--- config.mk ---
export PLATFORM = sky130hd
export DESIGN_NAME = serial_add_ctrl_flat
export DESIGN_NICKNAME = d
export VERILOG_FILES = /design/src/rtl/serial_add_ctrl_if.sv /design/src/rtl/serial_add_ctrl.sv /design/src/flat_wrapper.sv
export SDC_FILE = /design/constraint.sdc
export NUM_CORES = 1
export LEC_CHECK = 0
export CAP_MARGIN = 20
export CORE_ASPECT_RATIO = 1.25
export CORE_MARGIN = 3
export CORE_UTILIZATION = 30
export CTS_CLUSTER_SIZE = 10
export DETAILED_ROUTE_END_ITERATION = 12
export PLACE_DENSITY = 0.54
export RECOVER_POWER = 100
export REMOVE_ABC_BUFFERS = 1
export SETUP_SLACK_MARGIN = 0.05
export SLEW_MARGIN = 40
export SYNTH_ARGS = -nofsm -noshare
export SYNTH_HDL_FRONTEND = slang
export SYNTH_SLANG_ARGS = --single-unit
--- constraint.sdc ---
create_clock -name clk -period 1.15 [get_ports clk]
set_input_delay 0.23 -clock clk [delete_from_list [all_inputs] [get_ports clk]]
set_output_delay 0.23 -clock clk [all_outputs]
set_load 0.005 [all_outputs]
--- src/rtl/serial_add_ctrl_if.sv ---
// Handshake and data bundle for the bit-serial adder controller.
// The master side issues start plus operands; the slave side returns
// status flags and the registered result.
interface serial_add_ctrl_if #(
   parameter int WIDTH = 8
) ();

   logic             start;
   logic [WIDTH-1:0] a_in;
   logic [WIDTH-1:0] b_in;
   logic             cin_in;
   logic             ready;
   logic             busy;
   logic             done;
   logic [WIDTH-1:0] sum;
   logic             cout;

   modport master (
      output start, a_in, b_in, cin_in,
      input  ready, busy, done, sum, cout
   );

   modport slave (
      input  start, a_in, b_in, cin_in,
      output ready, busy, done, sum, cout
   );

endinterface

--- src/rtl/serial_add_ctrl.sv ---
// Bit-serial adder controller: one full-adder slice per clock, LSB first.
// IDLE accepts a start and captures the operands, RUN walks WIDTH bits,
// DONE flags the freshly written result for a single cycle.
module serial_add_ctrl #(
   parameter int WIDTH = 8
) (
   input  logic               clk,
   input  logic               rst,
   serial_add_ctrl_if.slave   bus
);

   localparam int             CW       = $clog2(WIDTH + 1);
   localparam logic [CW-1:0]  LAST_CNT = CW'(WIDTH - 1);
   localparam logic [CW-1:0]  CNT_ONE  = CW'(1'b1);

   typedef enum logic [1:0] {
      ST_IDLE = 2'd0,
      ST_RUN  = 2'd1,
      ST_DONE = 2'd2
   } state_t;

   // Full-adder sum bit.
   function automatic logic fa_sum(input logic a, input logic b, input logic c);
      return a ^ b ^ c;
   endfunction

   // Full-adder carry (majority of the three inputs).
   function automatic logic fa_carry(input logic a, input logic b, input logic c);
      return (a & b) | (b & c) | (c & a);
   endfunction

   state_t           state_r;
   state_t           state_next_s;
   logic [WIDTH-1:0] a_sh_r;
   logic [WIDTH-1:0] b_sh_r;
   logic [WIDTH-1:0] acc_r;
   logic [WIDTH-1:0] acc_next_s;
   logic             carry_r;
   logic [CW-1:0]    count_r;
   logic [WIDTH-1:0] sum_r;
   logic             cout_r;
   logic             fa_sum_s;
   logic             fa_carry_s;
   logic             last_bit_s;
   logic             ready_s;
   logic             busy_s;
   logic             done_s;

   assign fa_sum_s   = fa_sum(a_sh_r[0], b_sh_r[0], carry_r);
   assign fa_carry_s = fa_carry(a_sh_r[0], b_sh_r[0], carry_r);
   assign last_bit_s = (count_r == LAST_CNT);

   // Accumulator shifts right with the new sum bit entering at the MSB; written
   // bit-wise so that WIDTH=1 needs no special case.
   always_comb begin
      acc_next_s            = acc_r >> 1'b1;
      acc_next_s[WIDTH-1]   = fa_sum_s;
   end

   // State register; reset wins over every transition.
   always_ff @(posedge clk) begin
      if (rst) begin
         state_r <= ST_IDLE;
      end else begin
         state_r <= state_next_s;
      end
   end

   // Next-state logic: start only matters in IDLE, DONE always falls back.
   always_comb begin
      state_next_s = ST_IDLE;
      case (state_r)
         ST_IDLE: begin
            if (bus.start) begin
               state_next_s = ST_RUN;
            end else begin
               state_next_s = ST_IDLE;
            end
         end
         ST_RUN: begin
            if (last_bit_s) begin
               state_next_s = ST_DONE;
            end else begin
               state_next_s = ST_RUN;
            end
         end
         ST_DONE: state_next_s = ST_IDLE;
         default: state_next_s = ST_IDLE;
      endcase
   end

   // Status flags decoded purely from the current state.
   always_comb begin
      ready_s = 1'b0;
      busy_s  = 1'b0;
      done_s  = 1'b0;
      case (state_r)
         ST_IDLE: ready_s = 1'b1;
         ST_RUN:  busy_s  = 1'b1;
         ST_DONE: done_s  = 1'b1;
         default: ready_s = 1'b0;
      endcase
   end

   // Datapath: capture on accept, one slice per RUN edge, result on the last slice.
   always_ff @(posedge clk) begin
      if (rst) begin
         a_sh_r  <= {WIDTH{1'b0}};
         b_sh_r  <= {WIDTH{1'b0}};
         acc_r   <= {WIDTH{1'b0}};
         carry_r <= 1'b0;
         count_r <= {CW{1'b0}};
         sum_r   <= {WIDTH{1'b0}};
         cout_r  <= 1'b0;
      end else begin
         case (state_r)
            ST_IDLE: begin
               if (bus.start) begin
                  a_sh_r  <= bus.a_in;
                  b_sh_r  <= bus.b_in;
                  carry_r <= bus.cin_in;
                  acc_r   <= {WIDTH{1'b0}};
                  count_r <= {CW{1'b0}};
               end
            end
            ST_RUN: begin
               a_sh_r  <= a_sh_r >> 1'b1;
               b_sh_r  <= b_sh_r >> 1'b1;
               acc_r   <= acc_next_s;
               carry_r <= fa_carry_s;
               count_r <= count_r + CNT_ONE;
               if (last_bit_s) begin
                  sum_r  <= acc_next_s;
                  cout_r <= fa_carry_s;
               end
            end
            default: begin
               count_r <= count_r;
            end
         endcase
      end
   end

   assign bus.ready = ready_s;
   assign bus.busy  = busy_s;
   assign bus.done  = done_s;
   assign bus.sum   = sum_r;
   assign bus.cout  = cout_r;

endmodule

--- src/flat_wrapper.sv ---
// flat-port wrapper written by rule: the top's interface ports become plain ports
module serial_add_ctrl_flat 
#(
   parameter int WIDTH = 8
)
  (clk, rst, bus_start, bus_a_in, bus_b_in, bus_cin_in, bus_ready, bus_busy, bus_done, bus_sum, bus_cout);
  serial_add_ctrl_if #(.WIDTH(WIDTH)) bus_i ();
  input  logic clk;
  input  logic rst;
  input wire logic [$bits(bus_i.start)-1:0] bus_start;
  input wire logic [$bits(bus_i.a_in)-1:0] bus_a_in;
  input wire logic [$bits(bus_i.b_in)-1:0] bus_b_in;
  input wire logic [$bits(bus_i.cin_in)-1:0] bus_cin_in;
  output wire logic [$bits(bus_i.ready)-1:0] bus_ready;
  output wire logic [$bits(bus_i.busy)-1:0] bus_busy;
  output wire logic [$bits(bus_i.done)-1:0] bus_done;
  output wire logic [$bits(bus_i.sum)-1:0] bus_sum;
  output wire logic [$bits(bus_i.cout)-1:0] bus_cout;
  assign bus_i.start = bus_start;
  assign bus_i.a_in = bus_a_in;
  assign bus_i.b_in = bus_b_in;
  assign bus_i.cin_in = bus_cin_in;
  assign bus_ready = bus_i.ready;
  assign bus_busy = bus_i.busy;
  assign bus_done = bus_i.done;
  assign bus_sum = bus_i.sum;
  assign bus_cout = bus_i.cout;
  serial_add_ctrl #(.WIDTH(WIDTH)) u_core (.clk(clk), .rst(rst), .bus(bus_i));
endmodule
==> summary.txt, run 1 <==
STA
  – RSZ-0062 raised after global routing: true
  – Fin crit share: 112%
  – Measured slew at the worst slew-check pin: 0.258 ns
  – Count of final setup violators: 41
  – Worst setup skew after layout: roughly 0.0037 ns
  – Slew headroom: approximately 83%
  – Hold Violations, Final: 0
  – Setup Total Neg Slack: -3.68 ns
  – Fin worst setup slack: -0.143 ns
  – Fin crit period: around 1.3 ns
  – F_max: slightly below 800 MHz
  – Max Slew Vio Count: 0

Placement
  – Post-DP HPWL: between 2 and 3 mm
  – Final weighted congestion in routability-driven placement: approximately 0.74
  – Placed Area: approximately 2200 um2
  – PortBufs: 31

GRT
  – Largest net degree at the start of global routing: 30
  – Vias in the first global route: ~1500
  – First-pass GRT wire length: 6.60 mm
  – Initial antenna violation count: 0
  – All-Layer GR Usage: approximately an eighth
  – GRT Residual Overflow: 0

Final layout
  – Final net count: approximately 270
  – Area Growth Syn to Fin: 48.6%
  – Most common cell after layout, fill and taps aside: dfxtp_1
  – Highest-count cells in the layout ignoring fill and taps: 34 x dfxtp_1, 26 x nor2_1, 24 x nand2b_1
  – Layout cells sized above 1: between 30% and 40%
  – N_diodes: 0
  – Final instance area: about 2600 um2

Clock network
  – Clock-pin slew of the registers on the worst-case setup and hold paths: about 0.08 ns
  – CTS Buf Count: 5
  – Clock latency at the later pin of the worst-skew pair: just under 0.3 ns
  – Root Driver: clkbuf_8
  – Sink Count: 39
  – TritonCTS clock tree: yes
  – H-tree lvl count: 2
  – Maximum buffer depth of the clock tree: 2

Pwr
  – Pwr/cell area: 1290 nW/um2
  – Worst VDD drop: about 0.64 mV
  – Leakage: about 1 nW

Setup path
  – FF-to-FF Start: u_core.state_r[0]$_SDFF_PP0_
  – Worst endpoint data arrival time: 1.46 ns
  – Worst setup startpoint: u_core.state_r[0]$_SDFF_PP0_
  – Crit start category: flip-flop
  – Req. time, crit path: 1.32 ns
  – Highest net fanout along the worst path: 21
  – Critical path class: reg -> reg
  – CP Capture Type: flip-flop

Route
  – Initial DRC Count: 66
  – Vias per inst: 4.72
  – First-pass iteration count of the detailed router: 4
  – Avg WL per Cell: between 10 and 15 um
  – Vias: about 1500
  – WL final: between 3 and 4 mm
  – Antenna-violating nets left: 0
  – Number of remaining DRC errors: 0

Synth
  – Register bit total from synthesis: 39
  – Top cell type's share of synthesized area: roughly 45%
  – Netlist cell types: 30
  – Post-Syn Instances: about 200
  – Yosys warns: 0
  – Largest cells by area after synthesis: dfxtp_1 45%, nand2b_1 9.0%, nor2_1 8.2%, mux2i_1 5.2%, a21oi_1 4.9%
  – Ys async rst share: 0%
  – Post-synth EDFFs: 0
  – Post-synthesis sequential area ratio: a little under half
  – Synth area leader: dfxtp_1
  – Synth Flop Type: dfxtp_1
  – Cell area after synthesis: ~1700 um2
  – Synthesized area per cell: approximately 8.6 um2

Min path
  – Worst hold path type: reg -> reg
  – Hold Startpoint: u_core.a_sh_r[7]$_SDFFE_PP0P_

Floorplan
  – Die ar.: just under 7000 um2
  – Die width: around 74 um
  – Area of the core: approximately 5500 um2
  – IO Pins: 32
  – Initial Utilization: between 30% and 40%
  – Row Count: 30
  – Chip height: around 91 um

Flow run
  – Max-cap violations: 0

Status
  – Status: finished with violations
  – Failing checks: negative setup slack
-- per-stage QoR --
step / power, W / cells / utilization (%) / hold WS (ns) / setup slack (ns)
2_1_floorplan: 0.00169 / 186 / - / 0.299 / -0.708
3_3_place_gp: 0.00192 / 305 / 40.8 / 0.456 / -0.524
3_5_place_dp: 0.00193 / 305 / 40.8 / 0.461 / -0.562
4_1_cts: 0.00334 / 317 / 45.6 / 0.468 / -0.161
5_1_grt: 0.00348 / 317 / 46.7 / 0.486 / -0.193
6_report: 0.00331 / 317 / 46.7 / 0.471 / -0.143
-- per-layer routing --
metal,GRT usage (%),routed length [um],vias to the layer above
met5,0,0,-
met4,4.53,23,0
met3,3.77,164,2
met2,20.5,1910,26
met1,15.4,1750,689
li1,-,-,778
-- where the power goes --
group	leakage [nW]	switching (W)	total [W]	internal [W]
logic	0.594	0.000233	0.000503	0.000270
clock network	0.0654	0.000483	0.00135	0.000867
registers	0.321	0.0000427	0.00146	0.00142
-- synthesized netlist by cell type, types with 2 or more instances --
master / number
mux2i_1: 9
nand2b_1: 25
nor4_1: 6
nor2_1: 38
nor3b_1: 2
nand3_1: 10
buf_4: 2
a21oi_1: 17
dfxtp_1: 39
nand2_1: 10
buf_2: 7
nor3_1: 5
nor4_2: 4
or3b_1: 2
or3b_2: 4
clkbuf_1: 4
nor2b_1: 4
-- critical path, stage by stage, from the launching register on --
cell and delay [ns]:
dfxtp_2 0.34, buf_6 0.13, or3b_4 0.38, buf_12 0.17
nand3_1 0.08, a21oi_1 0.06
-- cells by family (layout without fill, tap and decap cells) --
group | Yosys count | after routing | share of synthesized area, %
adder cells (fa/ha/maj) | 2 | 2 | 1.88
AND/OR/NAND/NOR | 113 | 113 | 35.8
buffers and inverters | 16 | 68 | 4.83
AO/OA/AOI/OAI | 21 | 21 | 6.64
multiplexers | 10 | 10 | 5.84
flip-flops | 39 | 39 | 45.0
-- cell type report --
type | instances | area (um2)
clock buffers | 6 | 72.6
clock inverters | 2 | 60.1
fillers | 553 | 2940
inverters | 1 | 3.75
multi-input cells | 146 | 996
flip-flops and latches | 39 | 790
well taps | 64 | 80.1
repair buffers | 59 | 576
-- flip-flops by register name, indices dropped and copies added (netlist names) --
signal	count
u_core.bus.cout	1
u_core.a_sh_r	8
u_core.b_sh_r	8
u_core.bus.sum	8
u_core.acc_r	7
u_core.state_r	2
u_core.count_r	4
u_core.carry_r	1
-- timing repair --
action                                  CTS  global route
pin swaps                                 2             8
endpoints found under the setup margin   51            46
buffers inserted                          3             0
hold buffers                              0             0
gates cloned                              1             0
gates resized for setup                  64            25
-- path summary, 6_finish.rpt --
| check | endpoint | slack (ns) | depth (start not counted) |
|---|---|---|---|
| setup / recovery | u_core.acc_r[7]$_SDFFE_PP0P_ | -0.14 | 5 |
| hold / removal | u_core.a_sh_r[7]$_SDFFE_PP0P_ | 0.47 | 2 |
| setup reg to reg | u_core.acc_r[7]$_SDFFE_PP0P_ | -0.14 | 5 |
| hold reg to reg | u_core.a_sh_r[7]$_SDFFE_PP0P_ | 0.47 | 2 |
Note: power is estimated with default switching activity, not from simulation.
==> inputs of run 2 (changes only) <==
--- a/config.mk
+++ b/config.mk
@@ -11,7 +11,7 @@
 export CORE_UTILIZATION = 30
 export CTS_CLUSTER_SIZE = 10
 export DETAILED_ROUTE_END_ITERATION = 12
-export PLACE_DENSITY = 0.54
+export PLACE_DENSITY = 0.5
 export RECOVER_POWER = 100
 export REMOVE_ABC_BUFFERS = 1
 export SETUP_SLACK_MARGIN = 0.05
==> run 2 against run 1 <==
The flow still finishes with violations (negative setup slack). Worst setup slack worse by 0.051 ns. Clock-buffer cell count is the same. Via count up 1.5%. Sequential power hardly changed. Clock skew up 0.0028 ns. Final cell count grew 1.3%. Register-to-register slack got worse by 0.05 ns. Critical path depth grew 1. Power down 8.4%. Routed wire length is 11% higher. Final area increased by 8.3%. Critical path type unchanged. Largest cell class unchanged. Largest power group unchanged.
==> summary.txt, run 2 (synthesized netlist as in run 1, its figures left out) <==
Min path
  – Hold path cells: 2 (unchanged)
  – Worst hold path type: reg -> reg

Route
  – Initial DRC Count: 34 (-48%)
  – Antenna-violating nets left: 0 (unchanged)
  – Vias: 1518 (+1.5%)
  – Number of remaining DRC errors: 0 (unchanged)
  – Vias per inst: 4.73 (+0.27%)
  – WL final: 4.26 mm (+11%)
  – First-pass iteration count of the detailed router: 4 (unchanged)
  – Avg WL per Cell: 13.3 um (+9.3%)

STA
  – Measured slew at the worst slew-check pin: 0.295 ns (+0.0373 ns)
  – F_max: 744 MHz (-3.8%)
  – Worst setup skew after layout: 0.00651 ns (+0.00277 ns)
  – RSZ-0062 raised after global routing: true
  – Count of final setup violators: 42 (+2.4%)
  – Fin worst setup slack: -0.195 ns (-0.0513 ns)
  – Worst hold slack: 0.464 ns (-0.00732 ns)
  – Max Slew Vio Count: 0 (unchanged)
  – Fin crit period: 1.34 ns (+0.0513 ns)
  – Slew headroom: 80.3% (-2.5 points)
  – Hold Violations, Final: 0 (unchanged)
  – Setup Total Neg Slack: -5.47 ns (-1.79 ns)
  – Fin crit share: 117% (+4.5 points)

Floorplan
  – Chip height: 91.0 um (unchanged)
  – Die width: 74.0 um (unchanged)
  – IO Pins: 32 (unchanged)
  – Area of the core: 5520 um2 (unchanged)
  – Row Count: 30 (unchanged)
  – Die ar.: 6730 um2 (unchanged)
  – Initial Utilization: 31.4% (unchanged)

Clock network
  – Sink Count: 39 (unchanged)
  – Maximum buffer depth of the clock tree: 2 (unchanged)
  – Clock-pin slew of the registers on the worst-case setup and hold paths: 0.08 ns (about the same)
  – Clock latency at the later pin of the worst-skew pair: 0.29 ns (about the same)
  – H-tree lvl count: 2 (unchanged)
  – Root Driver: clkbuf_8
  – TritonCTS clock tree: yes
  – CTS Buf Count: 5 (unchanged)

Setup path
  – FF-to-FF Start: u_core.state_r[0]$_SDFF_PP0_
  – CP cell instances: buf_6 -> buf_6 -> buf_12 -> o21ba_4 -> clkbuf_16 -> a211oi_2
  – Worst setup startpoint: u_core.state_r[0]$_SDFF_PP0_
  – Reg2Reg Depth: 6 (+1)
  – Crit path capture: u_core.count_r[0]$_SDFFE_PP0P_
  – Critical path class: reg -> reg
  – Worst R2R End: u_core.count_r[0]$_SDFFE_PP0P_
  – Most used cell, CP: buf_6
  – Highest net fanout along the worst path: 5 (-76%)
  – Worst path slowest cell: dfxtp_2
  – Worst path max stage delay: 0.34 ns (-0.04 ns)
  – Crit start category: flip-flop
  – Req. time, crit path: 1.36 ns (+0.04 ns)
  – Worst endpoint data arrival time: 1.56 ns (+0.10 ns)
  – CP Capture Type: flip-flop
  – Reg-to-reg slack, setup: -0.19 ns (-0.05 ns)

Pwr
  – Worst VDD drop: 0.588 mV (-8.2%)
  – Leakage: 1.04 nW (+5.9%)
  – Pwr/cell area: 1090 nW/um2 (-15%)

GRT
  – GRT Residual Overflow: 0 (unchanged)
  – GRT Max-Usage Layer: met2
  – M1 GR Usage: 16.3% (+0.82 points)
  – Met3 Resource Use GR: 2.99% (-0.78 points)
  – All-Layer GR Usage: 13.6% (+0.96 points)
  – Largest net degree at the start of global routing: 22 (-27%)
  – M2 GR Usage: 23.1% (+2.6 points)
  – Initial antenna violation count: 0 (unchanged)
  – First-pass GRT wire length: 7.18 mm (+8.8%)
  – Vias in the first global route: 1535 (+5.3%)

Final layout
  – Area Growth Syn to Fin: 61.0%
  – Highest-count cells in the layout ignoring fill and taps: 31 x dfxtp_1, 25 x nand2b_1, 21 x nor2_1
  – Layout cells sized above 1: 42.4% (+9.6 points)
  – Most common cell after layout, fill and taps aside: dfxtp_1
  – Final std cells w/o fill: 321 (+1.3%)
  – N_diodes: 0 (unchanged)
  – Final net count: 279 (+1.8%)

Flow run
  – Max-cap violations: 0 (unchanged)

Status
  – Failing checks: negative setup slack
  – Status: finished with violations

Placement
  – Post-Place Worst Slack: -0.547 ns (+0.0144 ns)
  – Post-DP HPWL: 2.65 mm (+2.2%)
  – Final weighted congestion in routability-driven placement: 0.686 (-6.8%)
  – PortBufs: 31 (unchanged)
  – Dpl cells: 306 (+0.33%)
-- run 2: cell count changes in the layout (fill, tap and decap cells not counted), sizes merged --
cell,previous run,this run
bufinv,2,0
clkbuf,7,8
clkinv,0,1
buf,30,32
clkdlybuf4s15,8,6
dlygate4sd2,2,6
-- run 2: worst min path at each step --
stage / end / start / slack [ns]
after detailed placement: u_core.acc_r[1]$_SDFFE_PP0P_ / u_core.acc_r[1]$_SDFFE_PP0P_ / 0.45
after CTS: u_core.bus.sum[3]$_SDFFE_PP0P_ / u_core.bus.sum[3]$_SDFFE_PP0P_ / 0.47
final: u_core.bus.sum[3]$_SDFFE_PP0P_ / u_core.bus.sum[3]$_SDFFE_PP0P_ / 0.46
after floorplan: u_core.a_sh_r[7]$_SDFFE_PP0P_ / rst / 0.30
after global placement: u_core.b_sh_r[7]$_SDFFE_PP0P_ / u_core.b_sh_r[7]$_SDFFE_PP0P_ / 0.46
after global routing: u_core.bus.sum[3]$_SDFFE_PP0P_ / u_core.bus.sum[3]$_SDFFE_PP0P_ / 0.49
-- run 2: where the power goes --
part / internal, W / leakage, nW / total (W) / switching (W)
registers: 0.00142 / 0.323 / 0.00147 / 0.0000465
logic: 0.000349 / 0.670 / 0.000631 / 0.000283
clock network: 0.000471 / 0.0470 / 0.000937 / 0.000466
total: 0.00224 / 1.04 / 0.00304 / 0.000796
-- run 2: final cells by class --
| class | count | area (um2) |
|---|---|---|
| Clock inverter | 1 | 5.00 |
| Sequential cell | 39 | 791 |
| Clock buffer | 6 | 82.6 |
| Timing Repair Buffer | 64 | 724 |
| Multi-Input combinational cell | 146 | 1110 |
| Fill cell | 526 | 2730 |
| Inverter | 1 | 3.75 |
| Tap cell | 64 | 80.1 |
-- run 2: worst max-delay path, delay by kind of cell (launching register included) --
| family | cells | cell delay, ns |
|---|---|---|
| AOI/OAI and AO/OA | 2 | 0.42 |
| buffers and inverters | 4 | 0.50 |
| DFF | 1 | 0.34 |
-- run 2: what timing repair did --
item                                   CTS  global route
pin swaps                               26             3
setup endpoints to repair               51            49
endpoints found under the hold margin    0             0
hold buffers                             0             0
cloned                                   3             1
setup buffers                            4             0
gates resized for setup                 88            33
-- run 2: per-stage QoR --
step,cell area [um2],total power [W],utilization (%)
floorplan,1650,0.00169,-
global placement,2310,0.00195,41.8
detailed placement,2310,0.00195,41.8
CTS,2680,0.00302,48.6
global route,2790,0.00320,50.6
finish,2790,0.00304,50.6
-- run 2: metal layers --
layer  up-vias  share of wire [%]
met3         5                3.4
met4         0                1.7
met1       707                 44
li1        781                  -
met5         -                  0
met2        25                 51
==> inputs of run 3 (changes only) <==
--- a/config.mk
+++ b/config.mk
@@ -11,7 +11,7 @@
 export CORE_UTILIZATION = 30
 export CTS_CLUSTER_SIZE = 10
 export DETAILED_ROUTE_END_ITERATION = 12
-export PLACE_DENSITY = 0.5
+export PLACE_DENSITY = 0.56
 export RECOVER_POWER = 100
 export REMOVE_ABC_BUFFERS = 1
 export SETUP_SLACK_MARGIN = 0.05
==> run 3 against run 2 <==
The run still ends with negative setup slack left. Global-route usage fell by 0.98 points. Core utilization fell by 2.7 points. Worst setup slack improved by 0.051 ns. Largest cell class unchanged. Sequential cell count did not move. First-iteration DRC count rose by 76%. Clock power rose by 9%. Register-to-register slack improved by 0.05 ns. Maximum frequency rose by 3.9%.
==> summary.txt, run 3 (synthesized netlist as in run 1, its figures left out) <==
STA
  – Fin worst setup slack: -0.144 ns (+0.0511 ns)
  – Setup Total Neg Slack: -4.38 ns (+1.09 ns)
  – F_max: 773 MHz (+3.9%)
  – Max Slew Vio Count: 0 (unchanged)
  – Worst setup skew after layout: 0.00497 ns (-0.00154 ns)
  – Slew headroom: 83.1% (+2.8 points)
  – RSZ-0062 raised after global routing: true
  – Count of final setup violators: 41 (-2.4%)
  – Fin crit period: 1.29 ns (-0.0511 ns)
  – Hold Violations, Final: 0 (unchanged)
  – Measured slew at the worst slew-check pin: 0.253 ns (-0.0422 ns)
  – Fin crit share: 112% (-4.4 points)

Floorplan
  – Chip height: 91.0 um (unchanged)
  – Row Count: 30 (unchanged)
  – Die ar.: 6730 um2 (unchanged)
  – IO Pins: 32 (unchanged)
  – Area of the core: 5520 um2 (unchanged)
  – Initial Utilization: 31.4% (unchanged)
  – Die width: 74.0 um (unchanged)

Route
  – WL met3: 170 um (+18%)
  – Number of remaining DRC errors: 0 (unchanged)
  – First-pass iteration count of the detailed router: 4 (unchanged)
  – Post-Route M1 WL: 1.72 mm (-8.1%)
  – Top Layer Used: met4
  – Vias: 1534 (+1.1%)
  – Avg WL per Cell: 11.8 um (-11%)
  – WL final: 3.83 mm (-10%)
  – Antenna-violating nets left: 0 (unchanged)
  – Routed wl met2: 1.91 mm (-12%)
  – Initial DRC Count: 60 (+76%)
  – Vias per inst: 4.72 (-0.19%)

Final layout
  – Highest-count cells in the layout ignoring fill and taps: 34 x dfxtp_1, 29 x nor2_1, 22 x nand2b_1
  – N_diodes: 0 (unchanged)
  – Final Util: 47.9% (-2.7 points)
  – Final std cells w/o fill: 325 (+1.2%)
  – Most common cell after layout, fill and taps aside: dfxtp_1
  – Layout cells sized above 1: 34.9% (-7.5 points)
  – Final net count: 282 (+1.1%)
  – Area Growth Syn to Fin: 52.5%

GRT
  – First-pass GRT wire length: 6.68 mm (-6.9%)
  – All-Layer GR Usage: 12.6% (-0.98 points)
  – Initial antenna violation count: 0 (unchanged)
  – Largest net degree at the start of global routing: 26 (+18%)
  – GRT Residual Overflow: 0 (unchanged)
  – Vias in the first global route: 1519 (-1.0%)

Placement
  – Dpl cells: 305 (-0.33%)
  – Final weighted congestion in routability-driven placement: 0.731 (+6.5%)
  – PortBufs: 31 (unchanged)
  – Post-DP HPWL: 2.51 mm (-5.4%)

Setup path
  – Worst R2R End: u_core.b_sh_r[0]$_SDFFE_PP0P_
  – Reg-to-reg slack, setup: -0.14 ns (+0.05 ns)
  – CP Capture Type: flip-flop
  – Req. time, crit path: 1.34 ns (-0.02 ns)
  – Reg2Reg Depth: 5 (-1)
  – Worst endpoint data arrival time: 1.48 ns (-0.08 ns)
  – Highest net fanout along the worst path: 11 (+6)
  – Crit start category: flip-flop
  – Critical path class: reg -> reg
  – FF-to-FF Start: u_core.state_r[1]$_SDFF_PP0_

Pwr
  – Worst VDD drop: 0.643 mV (+9.3%)
  – Pwr/cell area: 1140 nW/um2 (+5.1%)
  – Leakage: 1.03 nW (-0.88%)

Status
  – Status: finished with violations
  – Failing checks: negative setup slack

Clock network
  – Clock latency at the later pin of the worst-skew pair: 0.29 ns (about the same)
  – Hold buffer count at CTS: 0 (unchanged)
  – TritonCTS clock tree: yes
  – Sink Count: 39 (unchanged)
  – Root Driver: clkbuf_8
  – Maximum buffer depth of the clock tree: 2 (unchanged)
  – Clock-pin slew of the registers on the worst-case setup and hold paths: 0.08 ns (about the same)
  – CTS Buf Count: 5 (unchanged)
  – H-tree lvl count: 2 (unchanged)

Min path
  – Worst hold path type: reg -> reg
  – Hold Crit Endpoint: u_core.acc_r[3]$_SDFFE_PP0P_
  – Hold Startpoint: u_core.acc_r[4]$_SDFFE_PP0P_
  – Hold path cells: 2 (unchanged)

Flow run
  – Max-cap violations: 0 (unchanged)
-- run 3: where the power goes --
group	internal (W)	switching [W]
sequential	0.00142	0.0000444
combinational	0.000298	0.000238
clock	0.000547	0.000473
-- run 3: final cells by class --
cell class	count	area, um2
Clock buffer	8	100
Fill cell	540	2870
Inverter	1	6.26
Multi-Input combinational cell	146	1020
Sequential cell	39	790
Tap cell	64	80.1
Timing Repair Buffer	67	649
-- run 3: per-layer routing --
metal	vias to the layer above	track usage, %
li1	793	-
met1	711	15.0
met2	25	20.9
met3	5	3.99
met4	0	4.08
met5	-	0
-- run 3: timing repair --
item,in CTS,in global routing
setup buffers,11,2
pin swaps,13,6
resized for setup,70,31
cloned,1,0
endpoints found under the setup margin,51,46
-- run 3: worst max-delay path by stage --
stage / endpoint / depth (start not counted) / startpoint
after global placement: u_core.a_sh_r[1]$_SDFFE_PP0P_ / 5 / bus_start
final: u_core.b_sh_r[0]$_SDFFE_PP0P_ / 5 / u_core.state_r[1]$_SDFF_PP0_
after detailed placement: u_core.a_sh_r[1]$_SDFFE_PP0P_ / 5 / bus_start
after CTS: u_core.b_sh_r[5]$_SDFFE_PP0P_ / 5 / u_core.state_r[0]$_SDFF_PP0_
after global routing: u_core.a_sh_r[6]$_SDFFE_PP0P_ / 5 / u_core.state_r[1]$_SDFF_PP0_
after floorplan: u_core.count_r[3]$_SDFFE_PP0P_ / 4 / u_core.state_r[1]$_SDFF_PP0_
-- run 3: worst max-delay path, stage by stage, from the launching register on --
cell	delay, ns
dfxtp_2	0.34
buf_6	0.13
or3b_4	0.41
buf_6	0.16
nor2_1	0.09
nor4_1	0.06
-- run 3: through the flow --
| stage | setup slack (ns) | power (W) | instance area [um2] | hold slack (ns) |
|---|---|---|---|---|
| after floorplan | -0.708 | 0.00169 | 1650 | 0.299 |
| after global placement | -0.443 | 0.00192 | 2260 | 0.459 |
| after detailed placement | -0.463 | 0.00193 | 2260 | 0.460 |
| after CTS | -0.171 | 0.00303 | 2550 | 0.468 |
| after global routing | -0.186 | 0.00320 | 2640 | 0.495 |
| final | -0.144 | 0.00302 | 2640 | 0.466 |
